### src/rtl/sgr_param_sequencer_pkg.sv
// Shared types and constants for the SGR parameter sequencer and its parameter buffer.
package sgr_param_sequencer_pkg;

    typedef enum logic [1:0] {
        INIT_PN = 2'd0,
        EMIT_PN = 2'd1,
        SGR     = 2'd2,
        SGR0    = 2'd3
    } CommandsType;

    typedef enum logic [1:0] {
        ST_COLLECT = 2'd0,
        ST_ISSUE   = 2'd1,
        ST_GAP     = 2'd2,
        ST_TAIL    = 2'd3
    } seq_state_t;

    localparam int SGR_SEQ_DEPTH = 16;

    // A single-entry buffer still needs a one-bit address.
    function automatic int idx_width(input int depth);
        return (depth > 1) ? $clog2(depth) : 1;
    endfunction

endpackage

### src/rtl/sgr_param_sequencer_buffer.sv
// sgr_param_buffer: DEPTH x 8 parameter register file, synchronous write, combinational read.
module sgr_param_buffer #(
    parameter int DEPTH = 16,
    parameter int AW    = 4
) (
    input  logic          clk,
    input  logic          wr_en,
    input  logic [AW-1:0] wr_addr,
    input  logic [7:0]    wr_data,
    input  logic [AW-1:0] rd_addr,
    output logic [7:0]    rd_data
);

    // Storage is never reset: only entries below the sequencer's count are ever read.
    logic [7:0] mem_q [DEPTH];

    always_ff @(posedge clk) begin
        if (wr_en) begin
            mem_q[wr_addr] <= wr_data;
        end
    end

    assign rd_data = mem_q[rd_addr];

endmodule

### src/rtl/sgr_param_sequencer.sv
// Collects SGR parameters and replays them as a spaced INIT_PN/EMIT_PN/SGR (or SGR0) command stream.
// Optional build macro SGR_OVERFLOW_DROP_EN: a sequence that overflowed is discarded instead of truncated.
module sgr_param_sequencer
    import sgr_param_sequencer_pkg::*;
#(
    parameter int DEPTH      = SGR_SEQ_DEPTH,
    parameter int GAP_CYCLES = 1
) (
    input  logic        clk,
    input  logic        rst,
    input  logic        pn_valid,
    input  logic [7:0]  pn_data,
    output logic        pn_ready,
    input  logic        seq_end,
    input  logic        seq_abort,
    output logic        cmd_ready,
    output CommandsType cmd_type,
    output logic [7:0]  cmd_pn,
    output logic        busy,
    output logic        overflow
);

    localparam int AW = idx_width(DEPTH);
    localparam int CW = $clog2(DEPTH + 1);
    localparam int GW = (GAP_CYCLES > 1) ? $clog2(GAP_CYCLES) : 1;

    seq_state_t  state_q;
    logic [CW-1:0] count_q;
    logic [CW-1:0] cmd_idx_q;
    logic [GW-1:0] gap_q;
    logic        cmd_ready_q;
    CommandsType cmd_type_q;
    logic [7:0]  cmd_pn_q;
    logic        busy_q;
    logic        overflow_q;
    logic        pn_ready_q;

    logic          in_collect;
    logic          has_room;
    logic          wr_en;
    logic          ovf_now;
    logic          skip_replay;
    logic [CW-1:0] count_d;
    logic [CW-1:0] cmd_idx_d;
    logic [7:0]    rd_data;

    assign in_collect = (state_q == ST_COLLECT);
    assign has_room   = (count_q != CW'(DEPTH));
    assign wr_en      = in_collect && pn_valid && has_room;
    assign ovf_now    = in_collect && pn_valid && !has_room;
    // A parameter arriving with seq_end is counted before the replay starts.
    assign count_d    = count_q + CW'(wr_en);
    assign cmd_idx_d  = cmd_idx_q + CW'(1);

`ifdef SGR_OVERFLOW_DROP_EN
    logic drop_q;
    assign skip_replay = drop_q || ovf_now;
`else
    assign skip_replay = 1'b0;
`endif

    sgr_param_buffer #(
        .DEPTH (DEPTH),
        .AW    (AW)
    ) u_buffer (
        .clk     (clk),
        .wr_en   (wr_en),
        .wr_addr (AW'(count_q)),
        .wr_data (pn_data),
        .rd_addr (AW'(cmd_idx_q)),
        .rd_data (rd_data)
    );

`ifdef SGR_OVERFLOW_DROP_EN
    always_ff @(posedge clk or posedge rst) begin
        if (rst) begin
            drop_q <= 1'b0;
        end else if (in_collect) begin
            if (seq_abort || seq_end) begin
                drop_q <= 1'b0;
            end else if (ovf_now) begin
                drop_q <= 1'b1;
            end
        end
    end
`endif

    always_ff @(posedge clk or posedge rst) begin
        if (rst) begin
            state_q     <= ST_COLLECT;
            count_q     <= '0;
            cmd_idx_q   <= '0;
            gap_q       <= '0;
            cmd_ready_q <= 1'b0;
            cmd_type_q  <= INIT_PN;
            cmd_pn_q    <= '0;
            busy_q      <= 1'b0;
            overflow_q  <= 1'b0;
            pn_ready_q  <= 1'b1;
        end else begin
            cmd_ready_q <= 1'b0;
            overflow_q  <= ovf_now;
            case (state_q)
                ST_COLLECT: begin
                    if (seq_abort) begin
                        count_q <= '0;
                    end else if (seq_end) begin
                        count_q    <= count_d;
                        cmd_idx_q  <= '0;
                        busy_q     <= 1'b1;
                        pn_ready_q <= 1'b0;
                        if (skip_replay) begin
                            state_q <= ST_TAIL;
                        end else begin
                            state_q     <= ST_ISSUE;
                            cmd_ready_q <= 1'b1;
                            cmd_type_q  <= (count_d == '0) ? SGR0 : INIT_PN;
                            cmd_pn_q    <= '0;
                        end
                    end else begin
                        count_q <= count_d;
                    end
                end
                ST_ISSUE: begin
                    gap_q   <= GW'(GAP_CYCLES - 1);
                    state_q <= ST_GAP;
                end
                ST_GAP: begin
                    if (gap_q != '0) begin
                        gap_q <= gap_q - GW'(1);
                    end else if (cmd_idx_q == count_q) begin
                        // The SGR/SGR0 just went out; give the controller its commit cycle.
                        state_q <= ST_TAIL;
                    end else begin
                        cmd_idx_q   <= cmd_idx_d;
                        cmd_ready_q <= 1'b1;
                        cmd_type_q  <= (cmd_idx_d == count_q) ? SGR : EMIT_PN;
                        cmd_pn_q    <= rd_data;
                        state_q     <= ST_ISSUE;
                    end
                end
                ST_TAIL: begin
                    state_q    <= ST_COLLECT;
                    busy_q     <= 1'b0;
                    pn_ready_q <= 1'b1;
                    count_q    <= '0;
                    cmd_idx_q  <= '0;
                end
                default: begin
                    state_q <= ST_COLLECT;
                end
            endcase
        end
    end

    assign pn_ready  = pn_ready_q;
    assign cmd_ready = cmd_ready_q;
    assign cmd_type  = cmd_type_q;
    assign cmd_pn    = cmd_pn_q;
    assign busy      = busy_q;
    assign overflow  = overflow_q;

endmodule

### config.mk
export PLATFORM = sky130hd
export DESIGN_NAME = sgr_param_sequencer
export DESIGN_NICKNAME = d
export VERILOG_FILES = /design/src/rtl/sgr_param_sequencer_pkg.sv /design/src/rtl/sgr_param_sequencer_buffer.sv /design/src/rtl/sgr_param_sequencer.sv
export SDC_FILE = /design/constraint.sdc
export NUM_CORES = 1
export LEC_CHECK = 0
export CORE_MARGIN = 3
export CORE_UTILIZATION = 60
export DETAILED_ROUTE_END_ITERATION = 6
export MAX_ROUTING_LAYER = met4
export PLACE_DENSITY = 0.82
export SLEW_MARGIN = 10
export SYNTH_ARGS = -nofsm -noshare
export SYNTH_HDL_FRONTEND = slang
export SYNTH_HIERARCHICAL = 1
export SYNTH_SLANG_ARGS = --single-unit
### constraint.sdc
create_clock -name clk -period 3.59 [get_ports clk]
set_clock_uncertainty 0.15 [all_clocks]
set_input_delay 0.718 -clock clk [delete_from_list [all_inputs] [get_ports clk]]
set_output_delay 0.718 -clock clk [all_outputs]
set_load 0.01 [all_outputs]
Yosys cells after proc, flatten, opt, wreduce, memory -nomap -nowiden:

Memories as Yosys holds them, arrays and structs flattened.
Cells that the tools add are included.
W data, S select, Z words.

* flip-flop bits (word level): 27
* bits in writable memories: 128
* input port bits: 13
* output and inout bits: 14
* logic and storage cells: 77
* memories: 1

Memories
* u_buffer.mem_q: depth 16, width 8, read ports 1, clocked after Yosys merged registers in 0, write ports 1, line sgr_param_sequencer_buffer.sv:15 `logic [7:0] mem_q [DEPTH];`

* $add $sub $neg: 3
* equality and inequality tests: 10
* mux-type cells: 39
* reductions and logical operators: 14

Operators by type and width (count)
* $mux W8: 4
* $mux W5: 5
* $mux W2: 10
* $pmux W8 S2: 1
* $pmux W5 S3: 1
* $mux W1: 11
* $eq A5 B5 Y1: 2
* $pmux W5 S2: 1
* $reduce_and A5 Y1: 2
* $ne A2 B2 Y1 const B: 4
* $pmux W1 S2: 4
* $pmux W2 S4: 1
* $reduce_and A3 Y1: 2
* $reduce_bool A2 Y1: 3
* $add A5 B1 Y5: 1
* $add A5 B1 Y5 const B: 1
* $logic_not A5 Y1: 1
* $ne A5 B5 Y1 const B: 1
* $eq A2 B2 Y1 const B: 2
* $pmux W2 S2: 1
* $logic_and A1 B1 Y1: 3
* $reduce_bool A3 Y1: 1
* $eq A2 B1 Y1 const B: 1
* $logic_not A2 Y1: 1
* other kinds (2): 2

Longest topological paths before layout:

Gate-level depths: netlist of the first run.

* word-level depth: 9
* mapped depth: 10
* depth with buffers taken out: 10

Modules after synthesis:

The synthesis of the first run kept the hierarchy.

By module, submodules not included
* sgr_param_buffer: instances 1, cells each 221, area an instance 4987.3 um2, seq. area each 3843.7 um2
* sgr_param_sequencer: instances 1, cells each 150, area an instance 1441.4 um2, seq. area each 651.9 um2

Worst setup path after synthesis of the first run:

Ideal clock, no wire load.

* path type: register -> register
* from: reg state_q[0]
* to: mem u_buffer.mem_q[0][0] (enable)
* library setup time: 0.383 ns
* arrival time: 2.176 ns
* required time: 3.057 ns
* setup slack: 0.881 ns
* stages on the path, launching flop included: 7
* path buffers: 0
* clock period less this slack: 2.709 ns
* cells stage by stage: dfrtp_1 -> inv_1 -> ha_1 -> nand2_1 -> a21oi_1 -> or3b_2 -> nor3_1

* longest elaborated chain between the ends: 5

RTL lines
* start: declaration: line sgr_param_sequencer.sv:27 `seq_state_t state_q;`
* start signal: assignment: line sgr_param_sequencer.sv:90 `state_q <= ST_COLLECT;`
* start signal: assignment: line sgr_param_sequencer.sv:113 `state_q <= ST_TAIL;`
* start signal: assignment: line sgr_param_sequencer.sv:115 `state_q <= ST_ISSUE;`
* $logic_not A2 Y1: line sgr_param_sequencer.sv:47 `assign in_collect = (state_q == ST_COLLECT);`
* $logic_and A1 B1 Y1 (2 in series): line sgr_param_sequencer.sv:49 `assign wr_en = in_collect && pn_valid && has_room;`
* net wr_en: line sgr_param_sequencer.sv:40 `logic wr_en;`
* $mux W1: line sgr_param_sequencer_buffer.sv:18 `if (wr_en) begin`
* $mux W1 (implied by the code): line sgr_param_sequencer_buffer.sv:19 `mem_q[wr_addr] <= wr_data;`
* end: declaration: line sgr_param_sequencer_buffer.sv:15

The timed path passes the listed nets, and every way through them passes these cells.

Worst setup path in the final report of the first run:

* from: reg count_q[0]
* to: reg cmd_type_q[0], in the netlist cmd_type[0]

* longest elaborated chain between the ends: 8
* elaborated cells on any way between the ends: 15
* classes of those cells: 1 x add/sub; 4 x eq/ne; 7 x mux; 3 x reduce/logical

RTL lines
* start: declaration: line sgr_param_sequencer.sv:28 `logic [CW-1:0] count_q;`
* start signal: assignment: line sgr_param_sequencer.sv:108 `count_q <= count_d;`
* start signal: assignment: line sgr_param_sequencer.sv:121 `count_q <= count_d;`
* $ne A5 B5 Y1: line sgr_param_sequencer.sv:48 `assign has_room = (count_q != CW'(DEPTH));`
* $logic_and A1 B1 Y1: line sgr_param_sequencer.sv:49
* net wr_en: line sgr_param_sequencer.sv:40
* $add A5 B1 Y5: line sgr_param_sequencer.sv:52 `assign count_d = count_q + CW'(wr_en);`
* $logic_not A5 Y1: line sgr_param_sequencer.sv:117 `cmd_type_q <= (count_d == '0) ? SGR0 : INIT_PN;`
* $mux W2: line sgr_param_sequencer.sv:117
* $mux W2: line sgr_param_sequencer.sv:107 `end else if (seq_end) begin`
* $mux W2: line sgr_param_sequencer.sv:105 `if (seq_abort) begin`
* $pmux W2 S2: line sgr_param_sequencer.sv:103 `case (state_q)`
* end signal: assignment: line sgr_param_sequencer.sv:117
* end signal: assignment: line sgr_param_sequencer.sv:137 `cmd_type_q <= (cmd_idx_d == count_q) ? SGR : EMIT_PN;`
* end: declaration: line sgr_param_sequencer.sv:32 `CommandsType cmd_type_q;`

The timed path passes the listed nets, and every way through them passes these cells. The select of a mux whose other input is x is not followed.
A chain may end at the register's enable or synchronous reset.

==> flow_metrics.py, run 1 <==
metrics = {
    "power_and_ir_drop": {
        "power_density_nw_per_um2": 660,
        "p_comb_share_pct": 21.6,
        "netSwitchingFraction_pct": 28.8,
        "clkPwrFrac_pct": 34.7,
        "p_seq_share_pct": 43.6,
        "p_switching_mw": 1.42,
        "peakVddDrop_v": 0.000419,
        "intPower_mw": 3.51,
        "p_leak_nw": 2.59,
    },
    "yosys": {
        "synthTopCellsByCount": "edfxtp_1 (128), nand2_1 (40), dfrtp_1 (25)",
        "syn-mean-instance-area_um2": 17.3,
        "yosysTopAreaCell": "edfxtp_1",
        "yosysMostFrequentCell": "edfxtp_1",
        "async_reset_ff_share_pct": 16.9,
        "syn_inst": 371,
        "ys_ff_latch": 154,
        "synth_warnings": 6,
        "synth_edf_count": 128,
        "syn_nets": 392,
        "yosys.area.top_type_share_pct": 59.8,
        "ys_seq_area_share_pct": 69.9,
        "yosys-top-cells-area": "edfxtp_1 (60%), dfrtp_1 (9.7%), mux4_2 (6.3%)",
        "synthFlopType": "edfxtp_1",
        "yosys.cell_types.count": 45,
        "syn_area_um2": 6430,
    },
    "critical_path": {
        "end_kind": "flip-flop",
        "cp.required_ps": 3890,
        "setup.worst_path.class": "reg -> reg",
        "worst_ep_arrival_time_ps": 3000,
        "reg2reg_depth": 8,
        "worstPathMaxFanout": 11,
        "start_kind": "flip-flop",
    },
    "place": {
        "port-buffer-count": 26,
        "hpwl_mm": 7.57,
        "gp_congestion": 0.832,
        "placed_area_um2": 6890,
    },
    "global_route": {
        "grt_pass1_wl_mm": 19.7,
        "antenna_found_initial": 0,
        "grt_max_degree": 28,
        "overflow": 0,
        "track_usage_pct": 23.9,
        "grt_pass1_vias": 3474,
    },
    "hold_path": {
        "hold_path.class": "reg -> reg",
        "hold_depth": 2,
    },
    "final_layout": {
        "synthToLayoutAreaGrowth_pct": 16.1,
        "drive_gt1_share_pct": 18.6,
        "nFillCells": 620,
        "stdcell_area_um2": 7460,
        "nets": 443,
        "finalCoreUtilization_pct": 72.0,
        "antenna_cells": 0,
    },
    "clocking": {
        "clk_latency_ps": 520,
        "cts_setup_buffers": 0,
        "htreeDepth": 4,
        "numCtsBuffers": 17,
        "ctsHoldBuffers": 0,
        "cts.sink_count": 154,
        "cts.repair.resized": 0,
        "cts_tree": "yes",
        "clk_pin_slew_worst_paths_ps": 70,
        "cts_max_path_buffers": 2,
        "cts_root_buf": "clkbuf_8",
    },
    "timing": {
        "relSlewSlack_pct": 33.8,
        "period_needed_ps": 2700,
        "min_period_over_period_pct": 75.2,
        "slew_violations": 0,
        "hold_ws_ps": 328,
        "rsz0062_at_grt": "no",
        "fmax_ghz": 0.371,
        "hold_viol": 0,
        "worst_pin_slew_ps": 992,
        "setup_tns_ps": 0,
        "report.final.setup_viol": 0,
    },
    "die": {
        "die_area_um2": 12000,
        "num_rows": 37,
        "start_util_pct": 62.0,
        "die_w_um": 110,
        "fp.coreArea_um2": 10400,
        "die_h_um": 110,
        "io_pins": 27,
    },
    "routing": {
        "post_drt_wl_per_cell_um": 22.2,
        "drt-vias-per-instance": 6.18,
        "drc": 0,
        "first_iter_violations": 421,
        "vias": 3530,
        "wl_mm": 12.7,
        "first_pass_iters": 5,
        "ant_nets": 0,
    },
    "flow_run": {
        "max_cap_violations": 0,
    },
    "run_status": {
        "status": "finished clean",
    },
}
[layer usage]
layer	routed length, um	track usage (%)	vias up	part of all wire (%)
met5	0	-	-	0
li1	-	-	1586	-
met3	792	5.17	14	6.2
met2	6420	37.5	152	51
met1	5310	32.1	1778	42
met4	150	6.95	0	1.2
[worst max-delay path, cell delays in order (launching register included)]
cell	delay [ps]
dfrtp_1	530
nor4_1	430
a21oi_1	120
buf_4	180
ha_1	230
ha_1	300
or3_1	360
nor3_1	200
a221o_1	150
[layout by cell type (no fill, tap or decap), types with 4 or more instances in the layout]
| master | n |
|---|---|
| inv_8 | 5 |
| buf_4 | 23 |
| mux4_2 | 18 |
| inv_1 | 5 |
| a22oi_1 | 16 |
| nand3_1 | 6 |
| mux4_1 | 14 |
| edfxtp_1 | 128 |
| xnor2_1 | 5 |
| nor3_1 | 7 |
| ha_1 | 8 |
| a22o_1 | 4 |
| inv_6 | 4 |
| dfrtp_1 | 24 |
| nor2_1 | 17 |
| nor4_1 | 4 |
| nand2_1 | 40 |
| clkbuf_16 | 16 |
| o21ai_0 | 19 |
| clkdlybuf4s50_1 | 26 |
[through the flow]
| stage | total power [mW] | setup slack, ps | instances |
|---|---|---|---|
| final | 4.93 | 891 | 571 |
| after detailed placement | 3.24 | 673 | 539 |
| after global placement | 3.22 | 703 | 539 |
| after CTS | 4.95 | 922 | 571 |
| after global routing | 5.17 | 632 | 571 |
| after floorplan | 2.91 | 881 | 371 |
[sequential cells by signal (all words and copies together), names as in the netlist, 2 cells and up]
register	cells
u_buffer/mem_q	128
cmd_idx_q	5
cmd_pn	8
count_q	5
cmd_type	2
state_q	2
[layout make-up]
cell class                 instances  area, um2  share of cell area [%]
sequential                       154       4500                    60.3
clock buffer                      18        418                    5.60
timing repair buffer              49        433                    5.80
tap                              136        170                    2.28
clock inverter                    14        151                    2.03
inverter                           5       18.8                   0.251
multi-input combinational        195       1780                    23.8
[final timing paths]
path | to | slack [ps] | startpoint
worst min-delay path | cmd_pn[7] | 330 | cmd_pn[7]
min in group asynchronous | cmd_pn[1] | 580 | rst
max in group asynchronous | cmd_idx_q[0] | 2040 | rst
worst max register to register | cmd_type[0] | 890 | count_q[0]
worst min register to register | cmd_pn[7] | 330 | cmd_pn[7]
worst max-delay path | cmd_type[0] | 890 | count_q[0]
[power by group through the flow]
stage	Clock, mW	Sequential, mW	Combinational [mW]
after global routing	1.82	2.16	1.18
after detailed placement	0	2.19	1.06
after global placement	0	2.18	1.04
after CTS	1.73	2.15	1.06
after floorplan	0	2.21	0.700
final	1.71	2.15	1.07
[cell families after synthesis]
| kind of cell | after synthesis | synth area share, % |
|---|---|---|
| flops | 154 | 69.9 |
| xor+xnor | 11 | 1.85 |
| fa+ha+maj | 8 | 1.56 |
| simple gates | 90 | 6.48 |
| compound gates | 54 | 5.70 |
| buf+inv | 22 | 2.45 |
| mux | 32 | 12.0 |
(Power assumes the default switching activity.)
==> run 2, diff against run 1 <==
--- a/config.mk
+++ b/config.mk
@@ -6,10 +6,10 @@
 export NUM_CORES = 1
 export LEC_CHECK = 0
 export CORE_MARGIN = 3
-export CORE_UTILIZATION = 60
+export CORE_UTILIZATION = 54
 export DETAILED_ROUTE_END_ITERATION = 6
 export MAX_ROUTING_LAYER = met4
-export PLACE_DENSITY = 0.82
+export PLACE_DENSITY = 0.78
 export SLEW_MARGIN = 10
 export SYNTH_ARGS = -nofsm -noshare
 export SYNTH_HDL_FRONTEND = slang
==> constraint.sdc (replaced) <==
create_clock -name clk -period 2.2 [get_ports clk]
set_clock_uncertainty 0.15 [all_clocks]
set_input_delay 0.44 -clock clk [delete_from_list [all_inputs] [get_ports clk]]
set_output_delay 0.44 -clock clk [all_outputs]
set_load 0.01 [all_outputs]
==> run 2 against run 1 <==
Compared with the run above:
- the run now ends with negative setup slack left
- worst hold slack worse by 85 ps
- register-to-register slack worse by 910 ps
- setup slack worse by 910 ps
- sequential share of layout area down 3.5 points
- sequential cell count unchanged
- sequential power up 63%
- combinational power up 130%
- cell area up 6.2%
- via count up 3.4%
- final cell count up 5.6%
- core utilization down 3.2 points
- non-clock buffer count up 25
- critical path type unchanged
==> flow_metrics.py, run 2 (same netlist as run 1, synthesis figures left out) <==
metrics = {
    "die": {
        "num_rows": 39,
        "die_h_um": 115,
        "io_pins": 27,
        "start_util_pct": 55.8,
        "fp.coreArea_um2": 11500,
        "die_area_um2": 13300,
        "die_w_um": 115,
    },
    "place": {
        "gp_congestion": 0.837,
        "hpwl_mm": 8.52,
        "placed_cells": 565,
        "port-buffer-count": 26,
    },
    "final_layout": {
        "synthToLayoutAreaGrowth_pct": 23.2,
        "drive_gt1_share_pct": 27.6,
        "final_cell_mix": "edfxtp_1 (128), nand2_1 (39), buf_4 (39), clkdlybuf4s50_1 (26), dfrtp_1 (23)",
        "largest_register_ffs": 128,
        "final_common_cell": "edfxtp_1",
        "final_cells": 603,
        "top_register": "u_buffer/mem_q",
        "nets": 468,
        "finalCoreUtilization_pct": 68.8,
        "antenna_cells": 0,
        "nFillCells": 738,
    },
    "timing": {
        "hold_ws_ps": 244,
        "fmax_ghz": 0.451,
        "setup_slack_ps": -16.0,
        "min_period_over_period_pct": 101,
        "hold_viol": 0,
        "setup_tns_ps": -28.3,
        "report.final.setup_viol": 2,
        "rsz0062_at_grt": "yes",
        "slew_violations": 0,
        "period_needed_ps": 2220,
        "relSlewSlack_pct": 52.8,
        "worst_pin_slew_ps": 706,
    },
    "critical_path": {
        "reg2reg_depth": 7,
        "cp.required_ps": 2400,
        "rr_startpoint": "count_q[2]",
        "setup.worst_path.class": "reg -> reg",
        "worstPathMaxFanout": 3,
        "end_kind": "flip-flop",
        "worst_ep_arrival_time_ps": 2420,
        "start_kind": "flip-flop",
        "regToRegSetupSlack_ps": -20,
        "r2r_end": "cmd_type[1]",
    },
    "power_and_ir_drop": {
        "power_density_nw_per_um2": 1110,
        "p_switching_mw": 2.41,
        "p_seq_share_pct": 39.9,
        "p_leak_nw": 2.76,
        "clkPwrFrac_pct": 32.1,
        "intPower_mw": 6.35,
        "p_comb_share_pct": 27.9,
        "netSwitchingFraction_pct": 27.5,
        "peakVddDrop_v": 0.000552,
        "p_total_mw": 8.76,
    },
    "clocking": {
        "cts_root_buf": "clkbuf_16",
        "cts.sink_count": 154,
        "cts_max_path_buffers": 2,
        "numCtsBuffers": 17,
        "clk_latency_ps": 420,
        "htreeDepth": 4,
        "clk_pin_slew_worst_paths_ps": 60,
        "cts_tree": "yes",
        "ctsHoldBuffers": 0,
    },
    "routing": {
        "first_iter_violations": 438,
        "drc": 0,
        "post_drt_wl_per_cell_um": 23.1,
        "wl_met1_mm": 5.58,
        "vias": 3650,
        "first_pass_iters": 5,
        "drt-vias-per-instance": 6.05,
        "route.met3.wl_um": 762,
        "routed.top_layer": "met4",
        "ant_nets": 0,
        "wl_met2_mm": 7.08,
        "wl_mm": 14.0,
    },
    "run_status": {
        "status": "complete, but fails checks",
        "violations": "negative setup slack",
    },
    "global_route": {
        "grt_pass1_vias": 3647,
        "overflow": 0,
        "antenna_found_initial": 0,
        "track_usage_pct": 22.4,
        "grt_pass1_wl_mm": 20.7,
        "grt_max_degree": 34,
    },
    "hold_path": {
        "hold_path.class": "in -> async",
    },
    "flow_run": {
        "max_cap_violations": 0,
    },
}
## run 2: worst max-delay path by stage
stage | cells past startpoint | startpoint | endpoint
after floorplan | 6 | state_q[0] | u_buffer/mem_q[12][0]
after global placement | 8 | pn_valid | cmd_type[0]
after detailed placement | 8 | pn_valid | cmd_type[1]
after CTS | 9 | state_q[1] | cmd_type[1]
after global routing | 9 | count_q[2] | cmd_type[1]
final | 7 | count_q[2] | cmd_type[1]
## run 2: repair_timing
item | in CTS | in global routing
resized for setup | 2 | 18
setup endpoints to repair | 10 | 50
buffers inserted | 0 | 5
pin swaps | 1 | 4
gates cloned | 0 | 1
## run 2: critical path, stage by stage, from the launching register on
cell and delay [ps]:
dfrtp_1 400, nor4_4 370, a21oi_4 130, ha_4 190, ha_4 210, or3_4 380
nor3_4 190, a221o_1 130
## run 2: power by group through the flow
stage | Combinational (mW) | Sequential (mW) | Clock [mW]
after floorplan | 1.23 | 3.62 | 0
after global routing | 2.64 | 3.52 | 2.98
final | 2.45 | 3.50 | 2.81
after CTS | 2.17 | 3.50 | 2.85
after detailed placement | 2.12 | 3.55 | 0
after global placement | 2.06 | 3.54 | 0
## run 2: layer usage
| metal | vias up | GRT usage [%] |
|---|---|---|
| met5 | - | - |
| met4 | 0 | 10.6 |
| met3 | 34 | 5.21 |
| met2 | 153 | 34.4 |
| met1 | 1839 | 28.6 |
| li1 | 1624 | - |
## run 2: cell type report
| class | count | area [um2] | share of cell area, % |
|---|---|---|---|
| multi-input cells | 195 | 1940 | 24.4 |
| repair buffers | 74 | 712 | 8.99 |
| flip-flops and latches | 154 | 4500 | 56.8 |
| clock inverters | 8 | 97.6 | 1.23 |
| clock buffers | 24 | 482 | 6.08 |
| well taps | 143 | 179 | 2.26 |
| inverters | 5 | 18.8 | 0.237 |
## run 2: per-stage QoR
| step | cell area [um2] | setup slack [ps] |
|---|---|---|
| floorplan | 6510 | -30.6 |
| global placement | 7190 | -295 |
| detailed placement | 7190 | -340 |
| CTS | 7780 | 12.2 |
| global route | 7920 | -114 |
| finish | 7920 | -16.0 |
==> run 3, diff against run 2 <==
--- a/config.mk
+++ b/config.mk
@@ -5,13 +5,14 @@
 export SDC_FILE = /design/constraint.sdc
 export NUM_CORES = 1
 export LEC_CHECK = 0
+export CELL_PAD_IN_SITES_DETAIL_PLACEMENT = 1
+export CELL_PAD_IN_SITES_GLOBAL_PLACEMENT = 1
 export CORE_MARGIN = 3
-export CORE_UTILIZATION = 54
+export CORE_UTILIZATION = 47
 export DETAILED_ROUTE_END_ITERATION = 6
 export MAX_ROUTING_LAYER = met4
 export PLACE_DENSITY = 0.78
-export SLEW_MARGIN = 10
+export SLEW_MARGIN = 20
 export SYNTH_ARGS = -nofsm -noshare
 export SYNTH_HDL_FRONTEND = slang
-export SYNTH_HIERARCHICAL = 1
 export SYNTH_SLANG_ARGS = --single-unit
==> run 3 against run 2 <==
Compared with the run above:
- the run now ends clean
- global-route usage grew 1.2 points
- area after synthesis is 1.2% lower
- synthesized cell count is 2.2% lower
- non-clock buffer count rose by 13
- clock power grew 4%
- cell area hardly changed
- critical path depth fell by 2
- critical endpoint is now cmd_pn[5]
- clock-buffer cell count shrank 7
- power decreased by 10%
==> flow_metrics.py, run 3 <==
metrics = {
    "routing": {
        "vias": 3711,
        "first_pass_iters": 4,
        "post_drt_wl_per_cell_um": 25.1,
        "drt-vias-per-instance": 5.84,
        "wl_mm": 16.0,
        "drc": 0,
        "ant_nets": 0,
        "first_iter_violations": 361,
    },
    "final_layout": {
        "finalCoreUtilization_pct": 61.2,
        "drive_gt1_share_pct": 30.7,
        "nets": 471,
        "antenna_cells": 0,
        "synthToLayoutAreaGrowth_pct": 24.7,
        "largest_register_ffs": 128,
        "final_common_cell": "edfxtp_1",
        "final_cells": 635,
        "top_register": "u_buffer.mem_q",
        "final_cell_mix": "edfxtp_1 (128), buf_4 (55), mux4_2 (27), clkdlybuf4s50_1 (26), dfrtp_1 (23)",
    },
    "critical_path": {
        "cp_slowest_stage_delay_ps": 570,
        "worstPathMaxFanout": 7,
        "end_kind": "flip-flop",
        "crit_buf_inv": 1,
        "worst_ep_arrival_time_ps": 2290,
        "setup.worst_path.class": "reg -> reg",
        "crit_chain": "buf_12 -> mux4_1 -> a22oi_1 -> nand2_1 -> a22o_1",
        "critPathSlowestCell": "mux4_1",
        "start_kind": "flip-flop",
        "cp.required_ps": 2360,
        "cp_top_family": "multiplexers",
    },
    "timing": {
        "hold_viol": 0,
        "report.final.setup_viol": 0,
        "slew_violations": 0,
        "worst_pin_slew_ps": 604,
        "relSlewSlack_pct": 59.6,
        "min_period_over_period_pct": 96.7,
        "period_needed_ps": 2130,
        "setup_tns_ps": 0,
        "fmax_ghz": 0.470,
        "setup_slack_ps": 72.5,
        "rsz0062_at_grt": "yes",
    },
    "global_route": {
        "grt_max_degree": 27,
        "track_usage_pct": 23.7,
        "grt_pass1_wl_mm": 24.4,
        "grt_pass1_vias": 3998,
        "overflow": 0,
        "antenna_found_initial": 0,
    },
    "yosys": {
        "async_reset_ff_share_pct": 16.9,
        "yosys.cell_types.count": 40,
        "synthFlopType": "edfxtp_1",
        "yosysMostFrequentCell": "edfxtp_1",
        "syn_nets": 384,
        "synth_edf_count": 128,
        "syn_inst": 363,
        "syn_area_um2": 6350,
        "yosys.area.top_type_share_pct": 60.5,
        "synth_warnings": 0,
        "ys_ff_latch": 154,
        "ys_seq_area_share_pct": 70.8,
        "syn-mean-instance-area_um2": 17.5,
        "yosysTopAreaCell": "edfxtp_1",
        "yosys-top-cells-area": "edfxtp_1 (61%), dfrtp_1 (9.9%), mux4_2 (9.6%)",
        "synthTopCellsByCount": "edfxtp_1 (128), mux4_2 (27), dfrtp_1 (25)",
    },
    "die": {
        "fp.coreArea_um2": 12900,
        "io_pins": 27,
        "num_rows": 41,
        "start_util_pct": 49.1,
        "die_h_um": 122,
        "die_area_um2": 14900,
        "die_w_um": 122,
    },
    "power_and_ir_drop": {
        "netSwitchingFraction_pct": 27.3,
        "p_seq_share_pct": 43.2,
        "clkPwrFrac_pct": 37.0,
        "power_density_nw_per_um2": 991,
        "p_switching_mw": 2.15,
        "p_comb_share_pct": 19.7,
        "peakVddDrop_v": 0.000575,
        "p_total_mw": 7.84,
        "intPower_mw": 5.70,
        "p_leak_nw": 2.76,
    },
    "clocking": {
        "numCtsBuffers": 17,
        "cts.sink_count": 154,
        "htreeDepth": 4,
        "cts_max_path_buffers": 2,
        "clk_latency_ps": 420,
        "ctsHoldBuffers": 0,
        "clk_pin_slew_worst_paths_ps": 70,
        "cts_root_buf": "clkbuf_16",
        "cts_tree": "yes",
    },
    "place": {
        "port-buffer-count": 26,
        "dp_slack_ps": -401,
        "placed_cells": 593,
        "gp_congestion": 0.842,
        "hpwl_mm": 10.4,
    },
    "run_status": {
        "status": "finished clean",
    },
    "hold_path": {
        "hold_path.class": "in -> async",
    },
    "flow_run": {
        "max_cap_violations": 0,
    },
}
## run 3: power groups by stage
stage | clock network (mW) | logic, mW | registers [mW]
4_1_cts | 2.97 | 1.46 | 3.39
5_1_grt | 3.09 | 1.66 | 3.40
6_report | 2.91 | 1.55 | 3.39
3_3_place_gp | 0 | 1.19 | 3.43
3_5_place_dp | 0 | 1.27 | 3.45
2_1_floorplan | 0 | 0.643 | 3.46
## run 3: logic make-up (layout without fill, tap and decap cells)
group                      after synthesis  count (layout)  synth area share, %
AOI/OAI and AO/OA                       56              56                 6.03
and+or+nand+nor                         71              71                 5.28
adders and majority gates                8               8                 1.58
muxes                                   35              35                 12.1
buffers and inverters                   27             127                 2.52
xor gates and xnor gates                12              12                 1.66
DFF                                    154             154                 70.8
## run 3: final cells by class
cell class / count / area, um2
Timing Repair Buffer: 87 / 785
Fill cell: 1168 / 5010
Clock inverter: 15 / 164
Inverter: 8 / 30.0
Multi-Input combinational cell: 182 / 1800
Clock buffer: 17 / 425
Tap cell: 172 / 215
Sequential cell: 154 / 4500
## run 3: metrics by stage
stage | cell area, um2 | hold WS (ps)
global route | 7920 | 277
global placement | 7160 | 333
detailed placement | 7160 | 344
finish | 7920 | 237
floorplan | 6370 | 329
CTS | 7830 | 241
## run 3: final timing paths
kind                             endpoint  slack, ps  depth (start not counted)         start
worst max-delay path            cmd_pn[5]         70                          5  cmd_idx_q[1]
worst min-delay path            cmd_pn[7]        240                          3           rst
worst max register to register  cmd_pn[5]         70                          5  cmd_idx_q[1]
worst min register to register  cmd_pn[0]        360                          1     cmd_pn[0]
max in group asynchronous        pn_ready       1350                          3           rst
min in group clk                cmd_pn[0]        360                          1     cmd_pn[0]
## run 3: metal layers
layer | up-vias | global-route usage, % | wire length (um)
met4 | 0 | 8.47 | 335
met5 | - | - | 0
met3 | 24 | 5.16 | 772
met2 | 134 | 38.2 | 8070
li1 | 1618 | - | -
met1 | 1935 | 29.9 | 6770
## run 3: tightest hold or removal path: cells and delay by family
family	cells	cell delay, ps
buffers and inverters	3	780
## run 3: timing repair
action / in CTS / in global routing
pin swaps: 5 / 7
setup buffers: 3 / 7
gates resized for setup: 16 / 8
setup endpoints to repair: 10 / 15
==> RTL edit: new RTL, flow settings as in run 3 <==
Set the package constant `SGR_SEQ_DEPTH` to 32 (it was 16).
--- a/src/rtl/sgr_param_sequencer_pkg.sv
+++ b/src/rtl/sgr_param_sequencer_pkg.sv
@@ -15,7 +15,7 @@
         ST_TAIL    = 2'd3
     } seq_state_t;
 
-    localparam int SGR_SEQ_DEPTH = 16;
+    localparam int SGR_SEQ_DEPTH = 32;
 
     // A single-entry buffer still needs a one-bit address.
     function automatic int idx_width(input int depth);
Function: same outputs for any inputs over 4 cycles, from zero or initial values and one cycle with rst high; that may be too few to reach the edited logic, so the function may still have changed.
==> RTL edit against run 3 <==
  * Synthesized cell count increased by 73%
  * The run now ends with setup timing left
  * Worst setup slack got worse by 190 ps
  * Total power increased by 87%
  * Sequential cell count increased by 130
  * Final area increased by 82%
  * Highest routed layer unchanged
  * Routed wire length increased by 94%
  * Combinational power increased by 110%
  * Synthesized area increased by 84%
  * Fmax decreased by 8.4%
==> RTL edit: results (changes against run 3) <==
SYNTH.LIB_CELLS_USED.DISTINCT=56  # +40%
FINALSETUPVIOLATIONS=10  # +10
PLACE_HPWL_MM=18.58  # +79%
GRT_START_MAX_NET_PINS=33  # +22%
SYNTH.YOSYS.SEQ_AREA_SHARE_PCT=71.69  # +0.89 points
ARRIVAL_PS=2590  # +300 ps
TIMING_WORST_SLEW_PIN_VALUE_PS=695.9  # +92.15 ps
NUMBER_OF_GLOBAL_ROUTE_VIAS_BEFORE_REPAIR=7103  # +78%
PEAKVDDDROP_uV=568.2  # -1.2%
SETUP_SLACK_PS=-122.2  # -194.7 ps
CLOCKBUFFERDEPTH=3  # +1
SYNTH-EDFF-COUNT=256  # +100%
CELLINTERNALPOWER_uW=10870  # +91%
TNS_PS=-697.1  # -697.1 ps
AVGROUTEDWIREPERCELL_UM=27.89  # +11%
DR.PASS1.ITERS=5  # +1
STATUS='finished with violations'
SYNTH_XOR_XNOR_AREA_SHARE_PCT=0.8233  # -0.83 points
WIRE_LENGTH_OF_THE_FIRST_GLOBAL_ROUTING_PASS_MM=45.04  # +85%
NUMCTSBUFFERS=29  # +12
MUXSHAREOFSYNTHAREA_PCT=15.39  # +3.2 points
DETAILED_PLACE.AREA_SQ_UM=13030  # +82%
FAILED_CHECKS='setup timing'
CP-STARTPOINT='cmd_idx_q[0]'
CRITPATHMAXSTAGEDELAY_PS=520  # -50 ps
SYNTHESIS.NETS=648  # +69%
DETAILEDPLACE.WORSTSLACK_PS=-252.5  # +148.6 ps
DETAIL_ROUTE.VIAS_PER_CELL=5.954  # +1.9%
SYNTH-ASYNC-RESET-RATIO_PCT=9.859  # -7.0 points
CLOCK_LATENCY_PS=550  # +130 ps
GRT_ANTENNA_BEFORE_REPAIR=1  # +1
DRT_ITER0_MARKERS=635  # +76%
POST_SYNTH_FA_HA_MAJ_AREA_FRACTION_PCT=0.8553  # -0.72 points
CTS_MAX_LEVEL=1  # -3
FRACTION_OF_THE_MAPPED_NETLIST_AREA_IN_COMPOUND_GATES_PCT=3.710  # -2.3 points
POWER_LEAKAGE_uW=0.004780  # +73%
TIMING.CRITICAL_PATH.SLOWEST_STAGE_CELL='sky130_fd_sc_hd__dfrtp_4'
FILLER_CELL_COUNT=2168  # +86%
GRTUSAGETOTAL_PCT=23.63  # -0.035 points
LARGEST_REG_FLOPS=256  # +100%
## RTL edit: cell count changes after synthesis, moves of 5 or more
cell	delta
sky130_fd_sc_hd__mux4_1	+6
sky130_fd_sc_hd__mux4_2	+26
sky130_fd_sc_hd__nand2_1	+21
sky130_fd_sc_hd__a22oi_1	-14
sky130_fd_sc_hd__mux2_2	+13
sky130_fd_sc_hd__nand3_1	+6
sky130_fd_sc_hd__mux2i_1	+14
sky130_fd_sc_hd__buf_4	+6
sky130_fd_sc_hd__o211ai_1	+16
sky130_fd_sc_hd__edfxtp_1	+128
sky130_fd_sc_hd__o21ai_1	-5
sky130_fd_sc_hd__a22o_1	-9
sky130_fd_sc_hd__nor2_1	+20
## RTL edit: critical path: cells and delay by family, from the launching register on
| kind | cells | cell delay (ps) |
|---|---|---|
| buffers and inverters | 3 | 460 |
| flip-flops | 1 | 520 |
| AND/OR/NAND/NOR | 2 | 230 |
| AO/OA/AOI/OAI | 1 | 160 |
| multiplexers | 2 | 680 |
## RTL edit: power groups by stage
stage / Sequential (uW) / Combinational (uW) / Clock, uW
after floorplan: 6300 / 1540 / 0
after global placement: 6350 / 2530 / 0
after CTS: 6230 / 2910 / 5260
after global routing: 6250 / 3420 / 5470
final: 6230 / 3200 / 5200
after detailed placement: 6360 / 2650 / 0
## RTL edit: area by class of cell
class	count	area (sq um)	area share [%]
multi-input combinational	302	3233	22.42
tap	324	405.4	2.811
antenna	1	2.502	0.01735
timing repair buffer	138	1345	9.326
inverter	9	33.78	0.2342
clock buffer	35	748.2	5.188
sequential	284	8399	58.24
clock inverter	18	255.2	1.770
## RTL edit: path summary, 6_finish.rpt
path | to | slack, ps | cells past startpoint
max in group asynchronous | pn_ready | 1430 | 3
max reg2reg | cmd_pn[6] | -120 | 8
max | cmd_pn[6] | -120 | 8
min in group clk | pn_ready | 370 | 2
min | cmd_idx_q[4] | 130 | 3
min reg2reg | pn_ready | 370 | 2
## RTL edit: repair_timing
action | 4_1_cts | 5_1_grt
endpoints found under the hold margin | 0 | 0
hold buffers | 0 | 0
cloned | 1 | 2
gates resized for setup | 30 | 38
setup endpoints to repair | 17 | 82
buffers inserted | 6 | 8
pin swaps | 16 | 24
## RTL edit: through the flow
step                util [%]  instances
finish                 59.13       1111
global route           59.13       1111
CTS                    58.22       1101
detailed placement     53.42       1041
global placement       53.42       1041
floorplan                  -        627
## RTL edit: cell families (layout without fill, tap and decap cells)
family,Yosys count,after routing
xor+xnor,11,11
other cells,0,1
simple gates,128,128
flops,284,284
compound gates,61,61
mux,94,94
fa+ha+maj,8,8
buf+inv,41,200
## RTL edit: routing by layer
layer	routed length, um	GRT usage [%]
met3	1957	4.187
met5	0	-
met2	16240	39.49
met4	612	6.728
met1	12170	30.06
